## config.mk

```make
export PLATFORM = sky130hd
export DESIGN_NAME = instruction_queue
export DESIGN_NICKNAME = d
export VERILOG_FILES = /design/src/rtl/instruction_queue.sv
export SDC_FILE = /design/constraint.sdc
export NUM_CORES = 1
export LEC_CHECK = 0
export BUFFER_PORTS_ARGS = -buffer_cell sky130_fd_sc_hd__buf_2
export CAP_MARGIN = 20
export CORE_UTILIZATION = 45
export CTS_BUF_LIST = sky130_fd_sc_hd__clkbuf_4
export DETAILED_ROUTE_END_ITERATION = 16
export PLACE_DENSITY = 0.65
export SETUP_SLACK_MARGIN = 0.15
export SLEW_MARGIN = 0
export SYNTH_ARGS = -nofsm -noshare
export SYNTH_HDL_FRONTEND = slang
export SYNTH_SLANG_ARGS = --single-unit
```

## constraint.sdc

```tcl
create_clock -name clk_i -period 16.5 [get_ports clk_i]
set_clock_uncertainty 0.05 [all_clocks]
set_input_delay 3.3 -clock clk_i [delete_from_list [all_inputs] [get_ports clk_i]]
set_output_delay 3.3 -clock clk_i [all_outputs]
set_load 0.02 [all_outputs]
```

## src/rtl/instruction_queue.sv

```systemverilog
// Decoupling FIFO between instruction fetch and decode.
// Holds {instr, pc} entries in write order and presents the oldest one to decode
// through a valid/ready handshake. A flush empties the queue for a redirect.
module instruction_queue #(
    parameter int unsigned ADDR_WIDTH = 32,
    parameter int unsigned ILEN       = 16,
    parameter int unsigned DEPTH      = 4
) (
    input  logic                    clk_i,
    input  logic                    srst_i,
    input  logic                    flush_i,
    input  logic                    if_valid_i,
    input  logic [ILEN-1:0]         if_instr_i,
    input  logic [ADDR_WIDTH-1:0]   if_pc_i,
    output logic                    if_ready_o,
    output logic                    id_valid_o,
    output logic [ILEN-1:0]         id_instr_o,
    output logic [ADDR_WIDTH-1:0]   id_pc_o,
    input  logic                    id_ready_i,
    output logic [$clog2(DEPTH):0]  count_o
);

    localparam int unsigned PTR_W = $clog2(DEPTH);
    localparam int unsigned CNT_W = PTR_W + 1;

    typedef struct packed {
        logic [ILEN-1:0]       instr;
        logic [ADDR_WIDTH-1:0] pc;
    } entry_t;

    entry_t             mem_q [DEPTH];
    logic [PTR_W-1:0]   wr_ptr_q;
    logic [PTR_W-1:0]   rd_ptr_q;
    logic [CNT_W-1:0]   count_q;

    logic               full_c;
    logic               empty_c;
    logic               push_c;
    logic               pop_c;
    entry_t             head_c;

    // Status flags come from the occupancy register only, so ready/valid
    // never depend combinationally on the opposite side of the queue.
    always_comb begin
        full_c  = (count_q == CNT_W'(DEPTH));
        empty_c = (count_q == '0);
        push_c  = 1'b0;
        pop_c   = 1'b0;
        if (!flush_i) begin
            push_c = if_valid_i && !full_c;
            pop_c  = !empty_c && id_ready_i;
        end
    end

    // Entry storage; contents are never cleared, validity is tracked by count.
    always_ff @(posedge clk_i) begin
        if (!srst_i && push_c) begin
            mem_q[wr_ptr_q] <= entry_t'{instr: if_instr_i, pc: if_pc_i};
        end
    end

    // Write pointer: wraps naturally because DEPTH is a power of two.
    always_ff @(posedge clk_i) begin
        if (srst_i || flush_i) begin
            wr_ptr_q <= '0;
        end else if (push_c) begin
            wr_ptr_q <= wr_ptr_q + PTR_W'(1);
        end
    end

    // Read pointer: advances on every accepted pop.
    always_ff @(posedge clk_i) begin
        if (srst_i || flush_i) begin
            rd_ptr_q <= '0;
        end else if (pop_c) begin
            rd_ptr_q <= rd_ptr_q + PTR_W'(1);
        end
    end

    // Occupancy: simultaneous push and pop leaves it unchanged.
    always_ff @(posedge clk_i) begin
        if (srst_i || flush_i) begin
            count_q <= '0;
        end else if (push_c && !pop_c) begin
            count_q <= count_q + CNT_W'(1);
        end else if (pop_c && !push_c) begin
            count_q <= count_q - CNT_W'(1);
        end
    end

    // Head entry, forced to zero whenever nothing is valid.
    always_comb begin
        head_c = '0;
        if (!empty_c) begin
            head_c = mem_q[rd_ptr_q];
        end
    end

    assign if_ready_o = !full_c;
    assign id_valid_o = !empty_c;
    assign id_instr_o = head_c.instr;
    assign id_pc_o    = head_c.pc;
    assign count_o    = count_q;

    // Occupancy must never exceed the physical depth.
    a_count_bound: assert property (@(posedge clk_i) disable iff (srst_i)
        count_q <= CNT_W'(DEPTH));

endmodule

```

; ---- Yosys cells after proc, flatten, opt, wreduce, memory -nomap -nowiden
; Memory sizes are Yosys's and may differ from the RTL's. A register that Yosys moved wholly into a read port is not among the register bits.
; Cells that the tools add are included.
; Widths: inputs -> output; s select.
[totals]
register_bits = 7
ram_bits = 192
in_bits = 53
out_inout_bits = 53
word_cells = 31
memories = 1
[op_classes]
add_sub_neg = 4
n_eq_ne = 1
n_mux = 9
n_reduce_logical = 13
[mem_list]
columns = memory, words, word_bits, rd, rd_clocked_by_memory_dff, write_ports, line
row1 = mem_q, 4, 48, 1, 1, 1, 31  ; entry_t mem_q [DEPTH];
[ops]
columns = op, n
row1 = $mux 48, 1
row2 = $mux 3, 2
row3 = $logic_and 1x1->1, 5
row4 = $logic_not 1->1, 5
row5 = $add 2x1->2 const B, 2
row6 = $mux 1, 4
row7 = $mux 2, 2
row8 = $add 3x1->3 const B, 1
row9 = $eq 3x3->1 const B, 1
row10 = $logic_not 3->1, 1
row11 = $sub 3x1->3 const B, 1
row12 = $reduce_bool 2->1, 1
row13 = $logic_or 1x1->1, 1

; ---- Logic depth before layout (Yosys ltp)
[depth]
depth_word = 8
depth_mapped = 9

; ---- Least setup slack after synthesis
; Ideal clock, no wire load.
[synth_path]
kind = in2reg
start = input port flush_i
end = memory mem_q[1][0] (netlist name), enable pin
setup_time_ns = 0.523
arrival_time_ns = 7.164
required_ns = 15.927
path_slack_ns = 8.763
cell_stages = 2
path_buffers = 0
path_cell_list = nand3b_2 nor3b_1
[synth_via]
elab_chain_len = 4
[synth_rtl]
columns = item, line
row1 = "start, declared", 11  ; input logic flush_i,
row2 = $mux 1, 49  ; if (!flush_i) begin
row3 = $logic_and 1x1->1, 57  ; if (!srst_i && push_c) begin
row4 = $mux 1, 57
row5 = $mux 1 (not written as such), 58  ; mem_q[wr_ptr_q] <= entry_t'{instr: if_instr_i, pc: if_pc_i};
row6 = "end, declared", 31
; No other way between the ends.

==> impl_metrics.yaml <==
floorplan:
  initial_core_util_pct: 46.4
  die-area_um2: 17700
  rows: 47
  die_h_um: 133
  core_um2: 16600
  io_pins: 106
  dieWidth_um: 133
synthesis:
  yosysTopAreaCellShare_pct: 74.7
  synthArstFlopShare_pct: 0
  postSynthAreaPerCell_um2: 21.8
  synth_nets: 413
  seq_area_frac_synth_pct: 77.0
  synth_ff_type: "edfxtp_1"
  ys_ff_latch: 201
  yosysMostFrequentCell: "edfxtp_1"
  synthesis.area_um2: 7720
  yosys-top-cells-area: "edfxtp_1, mux4_2, and2_1"
  netlist_top_cells_count: "edfxtp_1, and2_1, mux4_2, dfxtp_1"
  netlist_instances: 354
  synth_cell_types: 24
  synthDominantAreaCellType: "edfxtp_1"
  yosysWarnings: 0
  synth-edff-count: 192
timing:
  setup_viol: 0
  finalCritPeriodShare_pct: 36.1
  fin_crit_ns: 5.95
  relSlewSlack_pct: 34.0
  final_max_slew_viol_count: 0
  rsz0062_at_grt: "no"
  tns_ns: 0
  max_freq_mhz: 168
  hold_viol: 0
  worstMarginPinSlew_ns: 0.990
final_layout:
  area_delta_synth_final_pct: 19.4
  layout.nets: 564
  post-route-util_pct: 55.4
  final_area_um2: 9220
  layout-drive-gt1-share_pct: 45.8
  fillers: 1333
routing:
  vias_per_cell: 5.07
  first_pass_iters: 4
  totalWireLength_um: 13900
  postRouteAntennaNets: 0
  drt_iter0_markers: 160
  drc: 0
  vias: 3903
  routedWlPerCell_um: 18.1
placement:
  post-dp-hpwl_um: 7970
  placed_area_um2: 8520
  portBuffers: 105
  gp_congestion: 0.636
cts:
  cts_sinks: 201
  cts_made_buffers: 51
  cts_root_buf: "clkbuf_4"
  cts_resized: 0
  insertion_delay_ns: 0.62
  cts_tree: "done"
  post-cts-setup-buffers: 0
  postCtsHoldBufs: 0
  path_clk_slew_ns: 0.06
  cts_max_path_buffers: 3
  htreeDepth: 2
global_routing:
  grt_max_degree: 50
  grt_usage_pct: 16.6
  grtUsageMet2_pct: 27.7
  overflow: 0
  antenna_found_initial: 4
  grt_pass1_vias: 4283
  grt_pass1_wl_um: 21800
  grt_use_met3_pct: 5.94
  grt_busiest_layer: "met2"
  met1_usage_pct: 19.6
pwr:
  power_switching_uw: 228
  p_leak_uw: 0.00327
  p_int_uw: 823
  p_per_area_nw_per_um2: 114
  combPwrFrac_pct: 5.8
  power_frac_seq_pct: 54.0
  switching_share_pct: 21.7
  peakVddDrop_uv: 44.5
  clkPwrFrac_pct: 40.1
outcome:
  status: "finished clean"
run:
  drv_cap: 0
critical_path:
  critPathMaxFanout: 48
  crit_path_end_kind: "output pin"
  worstPathRequired_ns: 13.15
  crit_type: "reg -> out"
  cp-start-kind: "flop"
  reg2regPathDepth: 9
  crit_arrival_ns: 2.60
worst_hold_path:
  hold_depth: 2
  holdCritPathClass: "reg -> reg"
## critical path, stage by stage (launching register included)
cell and delay (ns):
dfxtp_4 1.02, mux4_2 0.60, and2_1 0.19, buf_2 0.16
## metal layers
| metal | vias up | wire (µm) |
|---|---|---|
| met5 | - | 27 |
| met4 | 4 | 180 |
| met3 | 18 | 978 |
| met2 | 119 | 7040 |
| met1 | 1979 | 5670 |
| li1 | 1783 | - |
## cells in the final DEF (no fill, tap or decap), types with 3 or more instances in the layout
| cell | n |
|---|---|
| clkbuf_4 | 72 |
| clkinv_1 | 18 |
| nor3b_2 | 4 |
| inv_1 | 4 |
| xor2_1 | 4 |
| edfxtp_1 | 192 |
| and2_1 | 48 |
| ha_1 | 5 |
| buf_2 | 105 |
| mux4_2 | 48 |
| nor2_1 | 8 |
| dfxtp_1 | 7 |
| buf_4 | 9 |
| clkinv_2 | 3 |
## registers in the layout, indices dropped and copies added, names as in the netlist, named ones only
name	cells
rd_ptr_q	2
mem_q	192
count_o	3
wr_ptr_q	2
## kinds of logic (layout without fill, tap and decap cells)
family | after synthesis | count (layout) | synth area share (%)
adders and majority gates | 6 | 6 | 1.07
muxes | 51 | 51 | 14.4
DFF | 201 | 201 | 77.0
xor gates and xnor gates | 4 | 4 | 0.454
AOI/OAI and AO/OA | 4 | 4 | 0.340
buffers and inverters | 20 | 214 | 1.35
and+or+nand+nor | 68 | 68 | 5.35
other | 0 | 2 | 0
## power by group through the flow
stage | Clock [µW] | Sequential [µW] | Combinational [µW]
final | 422 | 568 | 61.2
after global routing | 461 | 568 | 66.4
after CTS | 437 | 568 | 62.2
after detailed placement | 0 | 579 | 62.0
after global placement | 0 | 579 | 60.9
after floorplan | 0 | 578 | 37.2
## through the flow
| stage | setup WS (ns) | instances | hold slack [ns] | total power (µW) |
|---|---|---|---|---|
| finish | 10.55 | 770 | 0.474 | 1050 |
| detailed placement | 11.09 | 672 | 0.461 | 641 |
| floorplan | 8.76 | 354 | 0.421 | 615 |
| CTS | 10.39 | 768 | 0.472 | 1070 |
| global route | 10.31 | 769 | 0.517 | 1100 |
| global placement | 11.10 | 672 | 0.436 | 640 |
## area by class of cell
type	count	area [µm²]	area share, %
tap	220	275	2.99
timing repair buffer	114	593	6.43
inverter	4	15.0	0.163
multi-input combinational	133	1690	18.3
clock buffer	72	541	5.86
antenna	2	5.00	0.0543
sequential	201	5950	64.6
clock inverter	24	146	1.59
## final timing paths
kind          startpoint          end  slack, ns
max                 flop   id_pc_o[1]      10.55
min          wr_ptr_q[1]  wr_ptr_q[1]       0.47
max reg2reg   count_o[1]   count_o[2]      14.06
min reg2reg  wr_ptr_q[1]  wr_ptr_q[1]       0.47
Note: power is estimated with default switching activity, not from simulation.
